[src/rtl/qspi_flash_target_if.sv]
// Backing-memory request port of the QSPI flash target.
//   mem_addr  : byte address presented with each strobe
//   mem_rd    : one-clk read strobe, mem_rdata valid on the following clk
//   mem_rdata : read byte returned by the memory
//   mem_wr    : one-clk write strobe qualifying mem_addr/mem_wdata
//   mem_wdata : write byte
// master = flash target side, slave = memory side.
interface qspi_flash_target_if #(
    parameter int unsigned ADDR_W = 24
) ();
    logic [ADDR_W-1:0] mem_addr;
    logic              mem_rd;
    logic [7:0]        mem_rdata;
    logic              mem_wr;
    logic [7:0]        mem_wdata;

    modport master (output mem_addr, mem_rd, mem_wr, mem_wdata, input mem_rdata);
    modport slave  (input mem_addr, mem_rd, mem_wr, mem_wdata, output mem_rdata);
endinterface

[src/rtl/qspi_flash_target.sv]
// QSPI flash-side responder: oversamples sclk/cs_n/io with clk, decodes
// opcode/address/dummy/data phases and serves reads/writes from a byte memory.
// Ports:
//   clk, resetn        : system clock, async active-low reset
//   sclk, cs_n, io_in  : QSPI link from the controller (mode 0)
//   io_out, io_oe      : driven io3..io0 and per-lane output enables
//   cfg_cmd_lanes      : opcode lane width (00/11 single, 01 dual, 10 quad)
//   mem                : backing-memory request port
//   cmd_valid/cmd_err  : one-clk pulses on opcode completion / unsupported opcode
//   cmd_opcode         : last completed opcode
//   wel                : write-enable latch
module qspi_flash_target #(
    parameter int unsigned ADDR_W    = 24,
    parameter int unsigned DUMMY_CYC = 8
) (
    input  logic                       clk,
    input  logic                       resetn,
    input  logic                       sclk,
    input  logic                       cs_n,
    input  logic [3:0]                 io_in,
    output logic [3:0]                 io_out,
    output logic [3:0]                 io_oe,
    input  logic [1:0]                 cfg_cmd_lanes,
    qspi_flash_target_if.master        mem,
    output logic                       cmd_valid,
    output logic [7:0]                 cmd_opcode,
    output logic                       cmd_err,
    output logic                       wel
);
    localparam int unsigned CNT_W = 6;
    localparam int unsigned SH_W  = 24;

    localparam logic [7:0] OP_WREN  = 8'h06;
    localparam logic [7:0] OP_WRDI  = 8'h04;
    localparam logic [7:0] OP_RES   = 8'hAB;
    localparam logic [7:0] OP_RDSR  = 8'h05;
    localparam logic [7:0] OP_READ  = 8'h03;
    localparam logic [7:0] OP_DREAD = 8'h3B;
    localparam logic [7:0] OP_QREAD = 8'h6B;
    localparam logic [7:0] OP_PP    = 8'h02;

    typedef enum logic [2:0] {
        ST_IDLE, ST_CMD, ST_ADDR, ST_DUMMY, ST_DOUT, ST_DIN, ST_IGNORE
    } state_e;

    // Input synchronizers and edge-detect history
    logic [1:0] sclk_s_q, cs_s_q;
    logic [3:0] io_s1_q, io_s2_q;
    logic       sclk_prev_q, cs_prev_q;

    // cs sync resets low so a released reset with cs_n high shows no falling edge
    always_ff @(posedge clk or negedge resetn) begin
        if (!resetn) begin
            sclk_s_q    <= '0;
            cs_s_q      <= '0;
            io_s1_q     <= '0;
            io_s2_q     <= '0;
            sclk_prev_q <= 1'b0;
            cs_prev_q   <= 1'b0;
        end else begin
            sclk_s_q    <= {sclk_s_q[0], sclk};
            cs_s_q      <= {cs_s_q[0], cs_n};
            io_s1_q     <= io_in;
            io_s2_q     <= io_s1_q;
            sclk_prev_q <= sclk_s_q[1];
            cs_prev_q   <= cs_s_q[1];
        end
    end

    logic sclk_rise, sclk_fall, cs_rise, cs_fall;
    assign sclk_rise = sclk_s_q[1] & ~sclk_prev_q;
    assign sclk_fall = ~sclk_s_q[1] & sclk_prev_q;
    assign cs_rise   = cs_s_q[1] & ~cs_prev_q;
    assign cs_fall   = ~cs_s_q[1] & cs_prev_q;

    state_e            state_q, state_d;
    logic [CNT_W-1:0]  bit_cnt_q, bit_cnt_d;
    logic [SH_W-1:0]   shreg_q, shreg_d;
    logic [7:0]        out_sh_q, out_sh_d;
    logic [3:0]        io_out_q, io_out_d, io_oe_q, io_oe_d;
    logic [ADDR_W-1:0] mem_addr_q, mem_addr_d;
    logic              mem_rd_q, mem_rd_d, mem_wr_q, mem_wr_d, rd_pend_q;
    logic [7:0]        mem_wdata_q, mem_wdata_d;
    logic              cmd_valid_q, cmd_valid_d, cmd_err_q, cmd_err_d;
    logic [7:0]        cmd_opcode_q, cmd_opcode_d;
    logic              wel_q, wel_d, op_done_q, op_done_d;

    // Shift-in candidates for each lane width
    logic [SH_W-1:0]  sh1, sh2, sh4, cmd_sh;
    logic [CNT_W-1:0] cmd_last, dout_last;
    logic [3:0]       dout_mask, dout_bits;
    logic [7:0]       dout_next, status;

    assign sh1    = {shreg_q[SH_W-2:0], io_s2_q[0]};
    assign sh2    = {shreg_q[SH_W-3:0], io_s2_q[1:0]};
    assign sh4    = {shreg_q[SH_W-5:0], io_s2_q};
    assign status = {6'b0, wel_q, 1'b0};

    // Opcode lane width and read-data lane layout
    always_comb begin
        cmd_sh   = sh1;
        cmd_last = CNT_W'(7);
        case (cfg_cmd_lanes)
            2'b01:   begin cmd_sh = sh2; cmd_last = CNT_W'(3); end
            2'b10:   begin cmd_sh = sh4; cmd_last = CNT_W'(1); end
            default: ;
        endcase
        dout_mask = 4'b0010;
        dout_bits = {2'b00, out_sh_q[7], 1'b0};
        dout_next = {out_sh_q[6:0], 1'b0};
        dout_last = CNT_W'(7);
        case (cmd_opcode_q)
            OP_DREAD: begin
                dout_mask = 4'b0011;
                dout_bits = {2'b00, out_sh_q[7:6]};
                dout_next = {out_sh_q[5:0], 2'b00};
                dout_last = CNT_W'(3);
            end
            OP_QREAD: begin
                dout_mask = 4'b1111;
                dout_bits = out_sh_q[7:4];
                dout_next = {out_sh_q[3:0], 4'b0000};
                dout_last = CNT_W'(1);
            end
            default: ;
        endcase
    end

    // Next-state and output logic
    always_comb begin
        state_d      = state_q;
        bit_cnt_d    = bit_cnt_q;
        shreg_d      = shreg_q;
        out_sh_d     = out_sh_q;
        io_out_d     = io_out_q;
        io_oe_d      = io_oe_q;
        mem_addr_d   = mem_addr_q;
        mem_rd_d     = 1'b0;
        mem_wr_d     = 1'b0;
        mem_wdata_d  = mem_wdata_q;
        cmd_valid_d  = 1'b0;
        cmd_err_d    = 1'b0;
        cmd_opcode_d = cmd_opcode_q;
        wel_d        = wel_q;
        op_done_d    = op_done_q;

        // Address advances the clk after a write has been presented
        if (mem_wr_q) mem_addr_d = mem_addr_q + ADDR_W'(1);
        if (rd_pend_q) out_sh_d = mem.mem_rdata;

        if (cs_s_q[1]) begin
            // Deselect wins over any sclk activity in the same cycle
            state_d   = ST_IDLE;
            io_oe_d   = 4'b0000;
            io_out_d  = 4'b0000;
            bit_cnt_d = '0;
            if (cs_rise && op_done_q) begin
                op_done_d = 1'b0;
                case (cmd_opcode_q)
                    OP_WREN:       wel_d = 1'b1;
                    OP_WRDI, OP_PP: wel_d = 1'b0;
                    default: ;
                endcase
            end
        end else begin
            case (state_q)
                ST_IDLE: begin
                    if (cs_fall) begin
                        state_d   = ST_CMD;
                        bit_cnt_d = '0;
                        op_done_d = 1'b0;
                    end
                end
                ST_CMD: begin
                    if (sclk_rise) begin
                        shreg_d   = cmd_sh;
                        bit_cnt_d = bit_cnt_q + CNT_W'(1);
                        if (bit_cnt_q == cmd_last) begin
                            bit_cnt_d    = '0;
                            cmd_valid_d  = 1'b1;
                            cmd_opcode_d = cmd_sh[7:0];
                            op_done_d    = 1'b1;
                            case (cmd_sh[7:0])
                                OP_WREN, OP_WRDI, OP_RES: state_d = ST_IGNORE;
                                OP_RDSR: begin
                                    state_d  = ST_DOUT;
                                    out_sh_d = status;
                                end
                                OP_READ, OP_DREAD, OP_QREAD, OP_PP: state_d = ST_ADDR;
                                default: begin
                                    state_d   = ST_IGNORE;
                                    cmd_err_d = 1'b1;
                                end
                            endcase
                        end
                    end
                end
                ST_ADDR: begin
                    if (sclk_rise) begin
                        shreg_d   = sh1;
                        bit_cnt_d = bit_cnt_q + CNT_W'(1);
                        if (bit_cnt_q == CNT_W'(23)) begin
                            bit_cnt_d  = '0;
                            mem_addr_d = ADDR_W'(sh1);
                            case (cmd_opcode_q)
                                OP_READ: begin
                                    state_d  = ST_DOUT;
                                    mem_rd_d = 1'b1;
                                end
                                OP_DREAD, OP_QREAD: begin
                                    state_d  = ST_DUMMY;
                                    mem_rd_d = 1'b1;
                                end
                                default: state_d = ST_DIN;
                            endcase
                        end
                    end
                end
                ST_DUMMY: begin
                    if (sclk_rise) begin
                        bit_cnt_d = bit_cnt_q + CNT_W'(1);
                        if (bit_cnt_q == CNT_W'(DUMMY_CYC - 1)) begin
                            bit_cnt_d = '0;
                            state_d   = ST_DOUT;
                        end
                    end
                end
                ST_DOUT: begin
                    if (sclk_fall) begin
                        io_oe_d  = dout_mask;
                        io_out_d = dout_bits;
                        out_sh_d = dout_next;
                    end
                    if (sclk_rise) begin
                        bit_cnt_d = bit_cnt_q + CNT_W'(1);
                        if (bit_cnt_q == dout_last) begin
                            bit_cnt_d = '0;
                            if (cmd_opcode_q == OP_RDSR) begin
                                out_sh_d = status;
                            end else begin
                                mem_addr_d = mem_addr_q + ADDR_W'(1);
                                mem_rd_d   = 1'b1;
                            end
                        end
                    end
                end
                ST_DIN: begin
                    if (sclk_rise) begin
                        shreg_d   = sh1;
                        bit_cnt_d = bit_cnt_q + CNT_W'(1);
                        if (bit_cnt_q == CNT_W'(7)) begin
                            bit_cnt_d = '0;
                            if (wel_q) begin
                                mem_wr_d    = 1'b1;
                                mem_wdata_d = sh1[7:0];
                            end
                        end
                    end
                end
                ST_IGNORE: ;
                default: state_d = ST_IDLE;
            endcase
        end
    end

    always_ff @(posedge clk or negedge resetn) begin
        if (!resetn) begin
            state_q      <= ST_IDLE;
            bit_cnt_q    <= '0;
            shreg_q      <= '0;
            out_sh_q     <= '0;
            io_out_q     <= '0;
            io_oe_q      <= '0;
            mem_addr_q   <= '0;
            mem_rd_q     <= 1'b0;
            mem_wr_q     <= 1'b0;
            rd_pend_q    <= 1'b0;
            mem_wdata_q  <= '0;
            cmd_valid_q  <= 1'b0;
            cmd_err_q    <= 1'b0;
            cmd_opcode_q <= '0;
            wel_q        <= 1'b0;
            op_done_q    <= 1'b0;
        end else begin
            state_q      <= state_d;
            bit_cnt_q    <= bit_cnt_d;
            shreg_q      <= shreg_d;
            out_sh_q     <= out_sh_d;
            io_out_q     <= io_out_d;
            io_oe_q      <= io_oe_d;
            mem_addr_q   <= mem_addr_d;
            mem_rd_q     <= mem_rd_d;
            mem_wr_q     <= mem_wr_d;
            rd_pend_q    <= mem_rd_q;
            mem_wdata_q  <= mem_wdata_d;
            cmd_valid_q  <= cmd_valid_d;
            cmd_err_q    <= cmd_err_d;
            cmd_opcode_q <= cmd_opcode_d;
            wel_q        <= wel_d;
            op_done_q    <= op_done_d;
        end
    end

    assign io_out        = io_out_q;
    assign io_oe         = io_oe_q;
    assign mem.mem_addr  = mem_addr_q;
    assign mem.mem_rd    = mem_rd_q;
    assign mem.mem_wr    = mem_wr_q;
    assign mem.mem_wdata = mem_wdata_q;
    assign cmd_valid     = cmd_valid_q;
    assign cmd_opcode    = cmd_opcode_q;
    assign cmd_err       = cmd_err_q;
    assign wel           = wel_q;
endmodule

[src/flat_wrapper.sv]
// flat-port wrapper written by rule: the top's interface ports become plain ports
module qspi_flash_target_flat 
#(
    parameter int unsigned ADDR_W    = 24,
    parameter int unsigned DUMMY_CYC = 8
)
  (clk, resetn, sclk, cs_n, io_in, io_out, io_oe, cfg_cmd_lanes, cmd_valid, cmd_opcode, cmd_err, wel, mem_mem_addr, mem_mem_rd, mem_mem_wr, mem_mem_wdata, mem_mem_rdata);
  qspi_flash_target_if #(.ADDR_W(ADDR_W)) mem_i ();
  input  logic clk;
  input  logic resetn;
  input  logic sclk;
  input  logic cs_n;
  input  logic [3:0] io_in;
  output logic [3:0] io_out;
  output logic [3:0] io_oe;
  input  logic [1:0] cfg_cmd_lanes;
  output logic cmd_valid;
  output logic [7:0] cmd_opcode;
  output logic cmd_err;
  output logic wel;
  output wire logic [$bits(mem_i.mem_addr)-1:0] mem_mem_addr;
  output wire logic [$bits(mem_i.mem_rd)-1:0] mem_mem_rd;
  output wire logic [$bits(mem_i.mem_wr)-1:0] mem_mem_wr;
  output wire logic [$bits(mem_i.mem_wdata)-1:0] mem_mem_wdata;
  input wire logic [$bits(mem_i.mem_rdata)-1:0] mem_mem_rdata;
  assign mem_mem_addr = mem_i.mem_addr;
  assign mem_mem_rd = mem_i.mem_rd;
  assign mem_mem_wr = mem_i.mem_wr;
  assign mem_mem_wdata = mem_i.mem_wdata;
  assign mem_i.mem_rdata = mem_mem_rdata;
  qspi_flash_target #(.ADDR_W(ADDR_W), .DUMMY_CYC(DUMMY_CYC)) u_core (.clk(clk), .resetn(resetn), .sclk(sclk), .cs_n(cs_n), .io_in(io_in), .io_out(io_out), .io_oe(io_oe), .cfg_cmd_lanes(cfg_cmd_lanes), .mem(mem_i), .cmd_valid(cmd_valid), .cmd_opcode(cmd_opcode), .cmd_err(cmd_err), .wel(wel));
endmodule
[config.mk]
export PLATFORM = sky130hd
export DESIGN_NAME = qspi_flash_target_flat
export DESIGN_NICKNAME = d
export VERILOG_FILES = /design/src/rtl/qspi_flash_target_if.sv /design/src/rtl/qspi_flash_target.sv /design/src/flat_wrapper.sv
export SDC_FILE = /design/constraint.sdc
export NUM_CORES = 1
export LEC_CHECK = 0
export BUFFER_PORTS_ARGS = -buffer_cell sky130_fd_sc_hd__buf_2
export CAP_MARGIN = 20
export CORE_ASPECT_RATIO = 0.8
export CORE_MARGIN = 2
export CORE_UTILIZATION = 30
export CTS_BUF_LIST = sky130_fd_sc_hd__clkbuf_4 sky130_fd_sc_hd__clkbuf_8 sky130_fd_sc_hd__clkbuf_16
export CTS_CLUSTER_SIZE = 30
export DETAILED_ROUTE_END_ITERATION = 8
export HOLD_SLACK_MARGIN = 0.12
export PLACE_DENSITY = 0.5
export SLEW_MARGIN = 10
export SYNTH_ARGS = -nofsm -noshare
export SYNTH_HDL_FRONTEND = slang
export SYNTH_SLANG_ARGS = --single-unit
export TNS_END_PERCENT = 10
[constraint.sdc]
create_clock -name clk -period 5.9 [get_ports clk]
set_input_delay 0.885 -clock clk [delete_from_list [all_inputs] [get_ports clk]]
set_output_delay 0.885 -clock clk [all_outputs]
set_load 0.01 [all_outputs]
-- Word-level counts from Yosys, hierarchy flattened
Cells that the tools add are included.
- flip-flop bits (word level): 109
- bits of input ports: 18
- output and inout bits: 53
- logic and storage cells: 180
- add/subtract/negate cells: 2
- eq/ne operators: 40
- mux-type cells: 84
- bitwise logic cells: 8
- reduce and logical (&&, ||, !) cells: 24
- operators with widths (cell ; number):
    $mux W24 ; 7
    $pmux W23 S2 ; 2
    $mux W8 ; 9
    $mux W6 ; 10
    $eq A8 B3 Y1 const B ; 6
    $pmux W24 S2 ; 1
    $mux W23 ; 2
    $eq A8 B2 Y1 const B ; 4
    $pmux W8 S2 ; 2
    $pmux W6 S5 ; 1
    $ne A3 B1 Y1 const B ; 9
    $mux W1 ; 26
    $add A24 B1 Y24 const B ; 1
    $mux W3 ; 8
    $mux W4 ; 6
    $pmux W3 S2 ; 4
    $eq A8 B6 Y1 const B ; 2
    $eq A8 B7 Y1 const B ; 2
    $pmux W4 S2 ; 2
    $pmux W3 S5 ; 1
    $eq A6 B3 Y1 ; 2
    $reduce_and A5 Y1 ; 2
    $eq A3 B3 Y1 const B ; 3
    $eq A8 B8 Y1 const B ; 1
    other kinds (26) ; 45

-- Longest topological paths before layout
Gate-level depths: netlist of the first run.
- depth after elaboration: 9
- gate-level depth with buffers: 10
- mapped depth without buffers: 9

-- Worst setup path after synthesis of the first run
Ideal clock, no wire load.
- path type: input port to flip-flop
- from: input cfg_cmd_lanes[0]
- to: register u_core.out_sh_q[3]
- library setup time: 0.141 ns
- arrival time: 2.697 ns
- data required time: 5.759 ns
- path slack: 3.062 ns
- stages: 10
- buffers on the path: 1
- cell sequence: inv_1 -> ha_1 -> buf_2 -> nand2_1 -> o21ai_0 -> nor4b_1 -> and4_1 -> nand2_1 -> a21oi_1 -> o22ai_1
- word-level cells in the longest chain between the ends: 8
- elaborated cells between the ends (all ways): 11
- those cells by class: eq/ne: 4; mux: 7
- RTL lines (what ; RTL line ; RTL):
    start: declaration ; flat_wrapper.sv:16 ; input logic [1:0] cfg_cmd_lanes;
    $eq A2 B2 Y1 or $eq A2 B1 Y1 (tied branches) ; qspi_flash_target.sv:103 ; case (cfg_cmd_lanes)
    $pmux W23 S2 ; qspi_flash_target.sv:103 ;
    $eq A8 B3 Y1 ; qspi_flash_target.sv:183 ; case (cmd_sh[7:0])
    $mux W8 ; qspi_flash_target.sv:183 ;
    $mux W8 * ; qspi_flash_target.sv:178 ; if (bit_cnt_q == cmd_last) begin
    $mux W8 * ; qspi_flash_target.sv:175 ; if (sclk_rise) begin
    $pmux W8 S2 * ; qspi_flash_target.sv:166 ; case (state_q)
    $mux W8 * ; qspi_flash_target.sv:151 ; if (cs_s_q[1]) begin
    via u_core.out_sh_d[3] ; qspi_flash_target.sv:79 ; logic [7:0] out_sh_q, out_sh_d;
    end signal: assignment ; qspi_flash_target.sv:288 ; out_sh_q <= out_sh_d;
    end: declaration ; qspi_flash_target.sv:79 ;
Mark *: on every way through the listed nets, which the timed path passes. The rest lies on a longest branch.
A chain may end at the register's enable or synchronous reset.

-- Worst setup path in the final report of the first run
- from: input cfg_cmd_lanes[0]
- to: register u_core.out_sh_q[4]
The elaborated chain is that of the path after synthesis.

==> impl_metrics.sql, run 1 <==
INSERT INTO impl_metrics (metric_group, metric, value, unit) VALUES
('place', 'numPortBuffers', '70', ''),
('synth', 'flip_flop_cell_with_the_highest_count_after_synthesis', 'dfrtp_1', ''),
('cts', 'clk_pin_slew_worst_paths', '0.08', 'ns'),
('cts', 'cts_resized', '0', ''),
('run_status', 'status', 'completed', ''),
('layout', 'area_added_between_synthesis_and_finish', '13.32', '%'),
('synth', 'yosys-mux-area-fraction', '5.029', '%'),
('timing', 'worst_slew_pin_slew', '0.9050', 'ns'),
('cts', 'numCtsBuffers', '9', ''),
('timing', 'clock_skew', '0.009669', 'ns'),
('place', 'place.detailed.hpwl', '14070', 'um'),
('layout', 'final_cell_area', '7387', 'um2'),
('synth', 'xor_xnor_share_of_the_synthesized_area', '4.031', '%'),
('critical_path', 'timing.critical_path.required', '6.12', 'ns'),
('global_route', 'grt_max_degree', '66', ''),
('layout', 'drive_above_1_share', '16.38', '%'),
('floorplan', 'die_width', '168.8', 'um'),
('power_and_ir_drop', 'power.density_cell_area', '279.4', 'nW/um2'),
('synth', 'fraction_of_post_synthesis_cell_area_in_the_top_cell_type_by_area', '41.46', '%'),
('cts', 'cts_root_buf', 'clkbuf_16', ''),
('layout', 'layout.cells.most_common_list', 'dfrtp_1, nand2_1, o21ai_0', ''),
('job', 'timing.max_cap.violations', '0', ''),
('synth', 'postSynthRegisterBits', '108', ''),
('cts', 'cts_tree', 'built', ''),
('floorplan', 'dieHeight', '135.8', 'um'),
('floorplan', 'floorplan.rows', '48', ''),
('synth', 'synth_compound_area_share', '22.59', '%'),
('synth', 'synth_largest_area_cell', 'dfrtp_1', ''),
('floorplan', 'num_io_pins', '71', ''),
('detailed_routing', 'vias_per_instance', '5.411', ''),
('layout', 'nNetsFinal', '818', ''),
('place', 'placement.cell_area', '7089', 'um2'),
('synth', 'synth-warning-count', '0', ''),
('timing', 'finalSetupViolations', '0', ''),
('cts', 'htree_num_levels', '3', ''),
('power_and_ir_drop', 'leakage', '3.139', 'nW'),
('power_and_ir_drop', 'fin_total_pwr', '0.002064', 'W'),
('power_and_ir_drop', 'internal_power', '0.001313', 'W'),
('synth', 'synth-async-reset-ratio', '100.0', '%'),
('timing', 'max_clock_freq', '0.2944', 'GHz'),
('layout', 'num-fill-cells', '2258', ''),
('global_route', 'grt_antenna_before_repair', '1', ''),
('detailed_routing', 'drt-pass1-iter-count', '4', ''),
('timing', 'timing.final.crit_share', '57.58', '%'),
('power_and_ir_drop', 'power.clock.fraction', '28.8', '%'),
('place', 'place.gp.congestion', '0.9196', ''),
('layout', 'area_occupied_by_multi_input_gates', '3601', 'um2'),
('critical_path', 'cp_data_arrival_time', '3.62', 'ns'),
('power_and_ir_drop', 'p_seq_share', '52.4', '%'),
('detailed_routing', 'route.detailed.wl_per_inst', '18.22', 'um'),
('cts', 'worst_skew_pair.late_latency', '0.36', 'ns'),
('synth', 'synthAdderAreaFrac', '0.9597', '%'),
('synth', 'synth.cell_area', '6519', 'um2'),
('cts', 'cts_buffer_depth', '2', ''),
('global_route', 'first_global_vias', '5370', ''),
('layout', 'layout.cells.most_common', 'dfrtp_1', ''),
('synth', 'avgSynthCellArea', '8.692', 'um2'),
('synth', 'ys_top_cells_by_area', 'dfrtp_1, nand2_1, o21ai_0', ''),
('synth', 'synthesis.nets', '773', ''),
('power_and_ir_drop', 'switching_power', '0.0007511', 'W'),
('hold_path', 'worstHoldPathType', 'reg2reg', ''),
('timing', 'period_minus_slack', '3.397', 'ns'),
('global_route', 'grt.overflow.total', '0', ''),
('synth', 'synth_top_family_by_area', 'compound AO/OA/AOI/OAI gates', ''),
('layout', 'layout.cells.non_filler', '1075', ''),
('timing', 'grt_setup_unrepaired', 'false', ''),
('timing', 'setup-tns-final', '0', 'ns'),
('synth', 'synth_simple_gate_area_share', '22.42', '%'),
('critical_path', 'critical_path.startpoint_type', 'input port', ''),
('power_and_ir_drop', 'p_comb_share', '18.9', '%'),
('critical_path', 'critical_path.max_fanout', '22', '');
## per-stage QoR
stage	setup WS (ns)	util [%]
6_report	2.503	34.45
4_1_cts	2.554	34.40
5_1_grt	2.258	34.45
2_1_floorplan	3.062	-
3_5_place_dp	2.182	33.06
3_3_place_gp	2.240	33.06
## cell type report
cell class | count | area share, %
Multi-Input combinational cell | 588 | 48.75
Clock buffer | 9 | 3.049
Sequential cell | 108 | 36.59
Tap cell | 275 | 4.658
Clock inverter | 7 | 0.8130
Timing Repair Buffer | 79 | 5.691
Inverter | 9 | 0.4573
## metal layers
layer | wire length (um) | vias up | share of wire (%) | track usage (%)
li1 | - | 2829 | - | -
met1 | 10470 | 2761 | 53 | 28.92
met2 | 7684 | 207 | 39 | 23.25
met3 | 1194 | 20 | 6.1 | 3.115
met4 | 233 | 0 | 1.2 | 3.496
met5 | 0 | - | 0 | 0
## worst max-delay path, stage by stage
cell	delay (ns)
buf_2	0.11
inv_1	0.08
ha_1	0.65
a221o_1	0.28
nor2b_1	0.20
nor4b_1	0.35
and4_1	0.29
nand2_1	0.15
a21oi_1	0.49
o22ai_1	0.12
## Yosys cell counts, types with 14 or more instances
master and instances:
mux2i_1 17, o21ai_0 75, xnor2_1 20, nand3_1 27
a22oi_1 31, dfrtp_1 108, mux2_2 14, a21oi_1 41
clkbuf_1 30, nor3_1 21, nand2_1 107, nor2_1 63
## cells by family after synthesis
kind of cell / count (synthesis)
AOI/OAI and AO/OA: 228
xor gates and xnor gates: 30
adders and majority gates: 5
buffers and inverters: 54
DFF: 108
muxes: 31
and+or+nand+nor: 294
## power groups by stage
stage	sequential, W	clock (W)	combinational [W]
after floorplan	0.000973	0	0.000316
after global placement	0.00109	0	0.000385
after detailed placement	0.00109	0	0.000387
after CTS	0.00107	0.000623	0.000389
after global routing	0.00110	0.000646	0.000449
final	0.00108	0.000594	0.000389
## state kept, by name (all words and copies together) (netlist names), 3 cells and up
register              flops
u_core.mem.mem_addr      24
u_core.out_sh_q           8
u_core.mem.mem_wdata      8
u_core.shreg_q           23
u_core.io_s1_q            4
u_core.bit_cnt_q          6
u_core.io_oe              3
u_core.state_q            3
u_core.cmd_opcode         8
u_core.io_out             4
u_core.io_s2_q            4
## final timing paths
kind,startpoint,endpoint,slack [ns],cells after the start
max reg2reg,u_core.bit_cnt_q[4],u_core.out_sh_q[4],2.95,7
min in group asynchronous,resetn,u_core.io_out[1],0.63,1
max,cfg_cmd_lanes[0],u_core.out_sh_q[4],2.50,10
min,u_core.io_s1_q[1],u_core.io_s2_q[1],0.35,0
min reg2reg,u_core.io_s1_q[1],u_core.io_s2_q[1],0.35,0
max in group asynchronous,resetn,u_core.mem.mem_addr[11],4.13,2
(Power assumes the default switching activity.)
==> inputs of run 2 (changes only) <==
--- a/config.mk
+++ b/config.mk
@@ -14,7 +14,7 @@
 export CTS_CLUSTER_SIZE = 30
 export DETAILED_ROUTE_END_ITERATION = 8
 export HOLD_SLACK_MARGIN = 0.12
-export PLACE_DENSITY = 0.5
+export PLACE_DENSITY = 0.52
 export SLEW_MARGIN = 10
 export SYNTH_ARGS = -nofsm -noshare
 export SYNTH_HDL_FRONTEND = slang
==> constraint.sdc (replaced) <==
create_clock -name clk -period 2.94 [get_ports clk]
set_input_delay 0.441 -clock clk [delete_from_list [all_inputs] [get_ports clk]]
set_output_delay 0.441 -clock clk [all_outputs]
set_load 0.01 [all_outputs]
==> impl_metrics.sql, run 2 (synthesized netlist as in run 1, its figures left out) <==
INSERT INTO impl_metrics (metric_group, metric, value, unit) VALUES
('global_route', 'track_usage', '18.02', '%'),
('timing', 'period_minus_slack', '2.463', 'ns'),
('floorplan', 'initial_core_util', '30.40', '%'),
('floorplan', 'dieHeight', '135.8', 'um'),
('job', 'timing.max_cap.violations', '0', ''),
('floorplan', 'floorplan.rows', '48', ''),
('place', 'numPortBuffers', '70', ''),
('power_and_ir_drop', 'p_seq_share', '49.7', '%'),
('cts', 'cts_hold_repair.buffers', '1', ''),
('global_route', 'wire_length_of_the_first_global_routing_pass', '32560', 'um'),
('power_and_ir_drop', 'netSwitchingFraction', '36.47', '%'),
('timing', 'worst_slew_pin_slew', '0.8092', 'ns'),
('cts', 'post_cts_setup_buffer_count', '0', ''),
('timing', 'finalHoldViolCount', '0', ''),
('power_and_ir_drop', 'leakage', '3.342', 'nW'),
('floorplan', 'core_area', '21440', 'um2'),
('power_and_ir_drop', 'power.clock.fraction', '29.8', '%'),
('critical_path', 'critical_path.max_fanout', '16', ''),
('detailed_routing', 'vias_per_instance', '5.421', ''),
('cts', 'numCtsBuffers', '9', ''),
('place', 'place.gp.congestion', '0.9440', ''),
('power_and_ir_drop', 'internal_power', '0.002730', 'W'),
('place', 'place.detailed.hpwl', '14470', 'um'),
('power_and_ir_drop', 'irDropWorstVdd', '0.2746', 'mV'),
('cts', 'cts_root_buf', 'clkbuf_16', ''),
('layout', 'flip_flop_count_of_the_largest_register_after_layout', '24', ''),
('floorplan', 'fp.dieArea', '22930', 'um2'),
('cts', 'worst_skew_pair.late_latency', '0.36', 'ns'),
('global_route', 'first_global_vias', '5952', ''),
('global_route', 'grt_max_degree', '49', ''),
('cts', 'cts_resized', '0', ''),
('timing', 'max_clock_freq', '0.4059', 'GHz'),
('global_route', 'grt_antenna_before_repair', '0', ''),
('critical_path', 'critical_path.startpoint_type', 'input port', ''),
('critical_path', 'timing.critical_path.required', '3.18', 'ns'),
('run_status', 'status', 'completed', ''),
('timing', 'grt_setup_unrepaired', 'false', ''),
('cts', 'cts_tree', 'built', ''),
('cts', 'cts_buffer_depth', '2', ''),
('hold_path', 'worstHoldPathType', 'in2reg', ''),
('timing', 'max-slew-margin-rel', '45.85', '%'),
('detailed_routing', 'postRouteAntennaNets', '0', ''),
('timing', 'setup_slack', '0.4766', 'ns'),
('floorplan', 'die_width', '168.8', 'um'),
('detailed_routing', 'route.detailed.wl_per_inst', '17.65', 'um'),
('power_and_ir_drop', 'power.density_cell_area', '557.5', 'nW/um2'),
('layout', 'layout.core_utilization', '35.95', '%'),
('critical_path', 'crit_path_end_kind', 'register', ''),
('global_route', 'grt.overflow.total', '0', ''),
('cts', 'clkSinkCount', '108', ''),
('layout', 'layout.cells.most_common_list', 'dfrtp_1, nand2_1, o21ai_0', ''),
('detailed_routing', 'vias', '6034', ''),
('layout', 'drive_above_1_share', '19.93', '%'),
('layout', 'area_added_between_synthesis_and_finish', '18.25', '%'),
('layout', 'layout.cells.most_common', 'dfrtp_1', ''),
('cts', 'htree_num_levels', '3', ''),
('detailed_routing', 'drt_drc_violations_left', '0', ''),
('detailed_routing', 'drt-pass1-iter-count', '5', ''),
('power_and_ir_drop', 'p_comb_share', '20.5', '%'),
('place', 'pre_cts_slack', '0.1357', 'ns'),
('layout', 'nNetsFinal', '856', ''),
('timing', 'finalSetupViolations', '0', ''),
('timing', 'timing.final.crit_share', '83.79', '%'),
('timing', 'slew_viol_final', '0', ''),
('critical_path', 'worstSetupPathType', 'in2reg', ''),
('layout', 'insertedDiodeCount', '0', ''),
('cts', 'clk_pin_slew_worst_paths', '0.08', 'ns'),
('power_and_ir_drop', 'switching_power', '0.001567', 'W'),
('timing', 'clock_skew', '0.01019', 'ns'),
('timing', 'setup-tns-final', '0', 'ns'),
('detailed_routing', 'detail_route.iter0.violations', '566', ''),
('critical_path', 'cp_data_arrival_time', '2.71', 'ns'),
('detailed_routing', 'route.final.wire_length', '19650', 'um'),
('floorplan', 'num_io_pins', '71', '');
==> run 2: cell types whose count changed in the layout (fill, tap and decap cells not counted), sizes merged <==
cell         delta
dlygate4sd3     +1
buf            +37
clkinvlp        -1
inv             +1
==> run 2: path summary, 6_finish.rpt <==
kind	from	to	slack, ns	cells past startpoint
max	cfg_cmd_lanes[0]	u_core.out_sh_q[7]	0.48	11
min	io_in[0]	u_core.io_s1_q[0]	0.17	1
max reg2reg	u_core.bit_cnt_q[0]	u_core.mem.mem_addr[4]	0.49	7
min reg2reg	u_core.io_s1_q[0]	u_core.io_s2_q[0]	0.35	0
max in group asynchronous	resetn	u_core.shreg_q[12]	1.59	3
min in group asynchronous	resetn	u_core.sclk_s_q[1]	0.61	2
==> run 2: power by group through the flow <==
| stage | Sequential, W | Clock [W] | Combinational, W |
|---|---|---|---|
| after global placement | 0.00215 | 0 | 0.000879 |
| after CTS | 0.00212 | 0.00133 | 0.000886 |
| final | 0.00214 | 0.00128 | 0.000882 |
| after global routing | 0.00217 | 0.00139 | 0.00102 |
| after floorplan | 0.00195 | 0 | 0.000635 |
| after detailed placement | 0.00215 | 0 | 0.000882 |
==> run 2: cell type report <==
| class | count | area [um2] |
|---|---|---|
| sequential | 108 | 2703 |
| tap | 275 | 344.1 |
| clock inverter | 7 | 86.33 |
| fill | 2239 | 13730 |
| timing repair buffer | 117 | 720.7 |
| inverter | 9 | 33.78 |
| multi-input combinational | 588 | 3596 |
| clock buffer | 9 | 225.2 |
==> run 2: critical path, stage by stage <==
cell,delay (ns)
buf_2,0.10
inv_1,0.05
ha_1,0.57
a221o_1,0.20
nor2b_1,0.16
nor4b_1,0.31
and4_1,0.32
nand2_1,0.14
a21oi_1,0.17
buf_4,0.16
o22ai_1,0.07
==> run 2: metal layers <==
metal | track usage (%) | share of wire, %
met3 | 3.814 | 6.5
met5 | 0 | 0
met2 | 25.93 | 42
met1 | 27.44 | 51
met4 | 4.071 | 0.84
==> run 2: stage by stage <==
step	hold slack, ns	instance area [um2]	std cells	total power [W]
2_1_floorplan	0.1454	6519	750	0.002587
3_3_place_gp	0.3315	7387	1096	0.003030
3_5_place_dp	0.3356	7387	1096	0.003031
4_1_cts	0.1565	7709	1113	0.004332
5_1_grt	0.1531	7709	1113	0.004582
6_report	0.1745	7709	1113	0.004297
==> inputs of run 3 (changes only) <==
--- a/config.mk
+++ b/config.mk
@@ -14,7 +14,7 @@
 export CTS_CLUSTER_SIZE = 30
 export DETAILED_ROUTE_END_ITERATION = 8
 export HOLD_SLACK_MARGIN = 0.12
-export PLACE_DENSITY = 0.52
+export PLACE_DENSITY = 0.5
 export SLEW_MARGIN = 10
 export SYNTH_ARGS = -nofsm -noshare
 export SYNTH_HDL_FRONTEND = slang
==> constraint.sdc (replaced) <==
create_clock -name clk -period 2.5 [get_ports clk]
set_input_delay 0.375 -clock clk [delete_from_list [all_inputs] [get_ports clk]]
set_output_delay 0.375 -clock clk [all_outputs]
set_load 0.01 [all_outputs]
==> impl_metrics.sql, run 3 (synthesized netlist as in run 1, its figures left out) <==
INSERT INTO impl_metrics (metric_group, metric, value, unit) VALUES
('hold_path', 'hold_depth', '3', ''),
('layout', 'layout.cells.most_common', 'dfrtp_1', ''),
('cts', 'clkSinkCount', '108', ''),
('critical_path', 'timing.critical_path.required', '2.74', 'ns'),
('critical_path', 'critical_path.max_fanout', '6', ''),
('layout', 'num-fill-cells', '2206', ''),
('layout', 'seq_area', '2703', 'um2'),
('detailed_routing', 'route.detailed.wl_per_inst', '17.76', 'um'),
('timing', 'slew_viol_final', '0', ''),
('place', 'place.detailed.hpwl', '15440', 'um'),
('timing', 'hold-worst-slack', '0.2692', 'ns'),
('floorplan', 'core_area', '21440', 'um2'),
('place', 'numPortBuffers', '70', ''),
('layout', 'drive_above_1_share', '23.27', '%'),
('timing', 'clock_skew', '0.008657', 'ns'),
('critical_path', 'rr_startpoint', 'u_core.cmd_opcode[4]', ''),
('power_and_ir_drop', 'switching_power', '0.001832', 'W'),
('floorplan', 'dieHeight', '135.8', 'um'),
('timing', 'period_minus_slack', '2.314', 'ns'),
('critical_path', 'reg_to_reg_end', 'u_core.mem.mem_addr[13]', ''),
('job', 'timing.max_cap.violations', '0', ''),
('power_and_ir_drop', 'power.clock.fraction', '29.3', '%'),
('layout', 'layout.cells.most_common_list', 'dfrtp_1, nand2_1, buf_4', ''),
('layout', 'area_added_between_synthesis_and_finish', '23.92', '%'),
('global_route', 'grt_util_met1', '30.14', '%'),
('critical_path', 'crit_path_end_kind', 'register', ''),
('critical_path', 'setup.reg_to_reg.worst_slack', '0.19', 'ns'),
('power_and_ir_drop', 'p_comb_share', '23.7', '%'),
('power_and_ir_drop', 'p_seq_share', '46.9', '%'),
('timing', 'finalHoldViolCount', '0', ''),
('global_route', 'gr-usage-met3', '3.231', '%'),
('floorplan', 'die_width', '168.8', 'um'),
('power_and_ir_drop', 'power.density_cell_area', '647.2', 'nW/um2'),
('power_and_ir_drop', 'netSwitchingFraction', '35.04', '%'),
('layout', 'insertedDiodeCount', '0', ''),
('cts', 'cts_root_buf', 'clkbuf_16', ''),
('critical_path', 'cp_data_arrival_time', '2.55', 'ns'),
('floorplan', 'floorplan.rows', '48', ''),
('layout', 'area_occupied_by_multi_input_gates', '3602', 'um2'),
('cts', 'clk_pin_slew_worst_paths', '0.08', 'ns'),
('global_route', 'grt_antenna_before_repair', '0', ''),
('cts', 'cts_buffer_depth', '2', ''),
('run_status', 'status', 'completed', ''),
('layout', 'layout.core_utilization', '37.68', '%'),
('floorplan', 'fp.dieArea', '22930', 'um2'),
('cts', 'cts_tree', 'built', ''),
('global_route', 'grt-busiest-layer', 'met1', ''),
('global_route', 'wire_length_of_the_first_global_routing_pass', '33480', 'um'),
('detailed_routing', 'vias', '6109', ''),
('place', 'place.gp.congestion', '0.9226', ''),
('detailed_routing', 'detail_route.iter0.violations', '574', ''),
('power_and_ir_drop', 'irDropWorstVdd', '0.3212', 'mV'),
('hold_path', 'worstHoldPathType', 'in2reg', ''),
('critical_path', 'critical_path.startpoint_type', 'register', ''),
('floorplan', 'initial_core_util', '30.40', '%'),
('cts', 'numCtsBuffers', '9', ''),
('layout', 'nNetsFinal', '899', ''),
('detailed_routing', 'drt-pass1-iter-count', '5', ''),
('global_route', 'grt_max_degree', '47', ''),
('power_and_ir_drop', 'internal_power', '0.003396', 'W'),
('critical_path', 'worstSetupPathType', 'reg2reg', ''),
('timing', 'worst_slew_pin_slew', '0.7679', 'ns'),
('global_route', 'grt.overflow.total', '0', ''),
('detailed_routing', 'drt_drc_violations_left', '0', ''),
('timing', 'max_clock_freq', '0.4322', 'GHz'),
('detailed_routing', 'postRouteAntennaNets', '0', ''),
('cts', 'htree_num_levels', '3', ''),
('power_and_ir_drop', 'leakage', '3.570', 'nW'),
('floorplan', 'num_io_pins', '71', ''),
('hold_path', 'hold_path_startpoint', 'mem_mem_rdata[0]', ''),
('detailed_routing', 'route.final.wire_length', '20530', 'um'),
('global_route', 'global_route.usage.met2', '25.34', '%'),
('critical_path', 'r2r_cells', '7', ''),
('timing', 'grt_setup_unrepaired', 'false', ''),
('timing', 'setup-tns-final', '0', 'ns'),
('hold_path', 'worst_hold_path.endpoint', 'u_core.out_sh_q[0]', ''),
('global_route', 'track_usage', '18.54', '%'),
('power_and_ir_drop', 'fin_total_pwr', '0.005228', 'W'),
('global_route', 'first_global_vias', '5782', ''),
('layout', 'flip_flop_count_of_the_largest_register_after_layout', '24', ''),
('timing', 'timing.final.crit_share', '92.56', '%'),
('timing', 'finalSetupViolations', '0', ''),
('detailed_routing', 'vias_per_instance', '5.285', ''),
('cts', 'worst_skew_pair.late_latency', '0.36', 'ns'),
('timing', 'max-slew-margin-rel', '48.62', '%');
run 3: power groups by stage:
stage	registers, W	logic (W)	clock network (W)
6_report	0.00245	0.00124	0.00153
4_1_cts	0.00244	0.00123	0.00158
3_3_place_gp	0.00247	0.00122	0
5_1_grt	0.00249	0.00140	0.00166
3_5_place_dp	0.00247	0.00122	0
2_1_floorplan	0.00230	0.000746	0
run 3: repair_timing:
action / 4_1_cts / 5_1_grt
resized for setup: 0 / 1
setup buffers: 0 / 0
hold buffers: 7 / 0
endpoints found under the hold margin: 39 / 0
setup endpoints to repair: 0 / 7
run 3: final cells by class:
type | count | area share [%]
inverter | 9 | 0.4182
tap | 275 | 4.260
clock inverter | 5 | 0.8364
clock buffer | 11 | 3.051
sequential | 108 | 33.46
multi-input combinational | 588 | 44.59
timing repair buffer | 160 | 13.38
run 3: stage by stage:
step           cell area [um2]  setup WS, ns  std cells
6_report                  8078        0.1860       1156
5_1_grt                   8078       0.03402       1156
4_1_cts                   8071        0.1881       1156
3_5_place_dp              7687       -0.1961       1133
3_3_place_gp              7682       -0.1326       1132
2_1_floorplan             6519        0.1722        750
run 3: worst max path at each step:
stage | from | end | depth (start not counted)
2_1_floorplan | cfg_cmd_lanes[0] | u_core.out_sh_q[3] | 10
3_3_place_gp | cfg_cmd_lanes[0] | u_core.out_sh_q[7] | 11
3_5_place_dp | cfg_cmd_lanes[0] | u_core.out_sh_q[3] | 11
4_1_cts | u_core.bit_cnt_q[2] | u_core.mem.mem_addr[13] | 7
5_1_grt | u_core.bit_cnt_q[1] | u_core.mem.mem_addr[4] | 7
6_report | u_core.cmd_opcode[4] | u_core.mem.mem_addr[13] | 7
run 3: metal layers:
metal / vias up / wire length (um)
li1: 2993 / -
met1: 2947 / 11180
met2: 160 / 8160
met3: 9 / 1063
met4: 0 / 131
met5: - / 0
run 3: worst max-delay path, stage by stage (launching register included):
cell	delay (ns)
dfrtp_1	0.47
nor4b_2	0.33
o211ai_2	0.18
a31oi_4	0.35
a21oi_2	0.15
nor2_1	0.24
o22ai_1	0.12
a221o_1	0.36
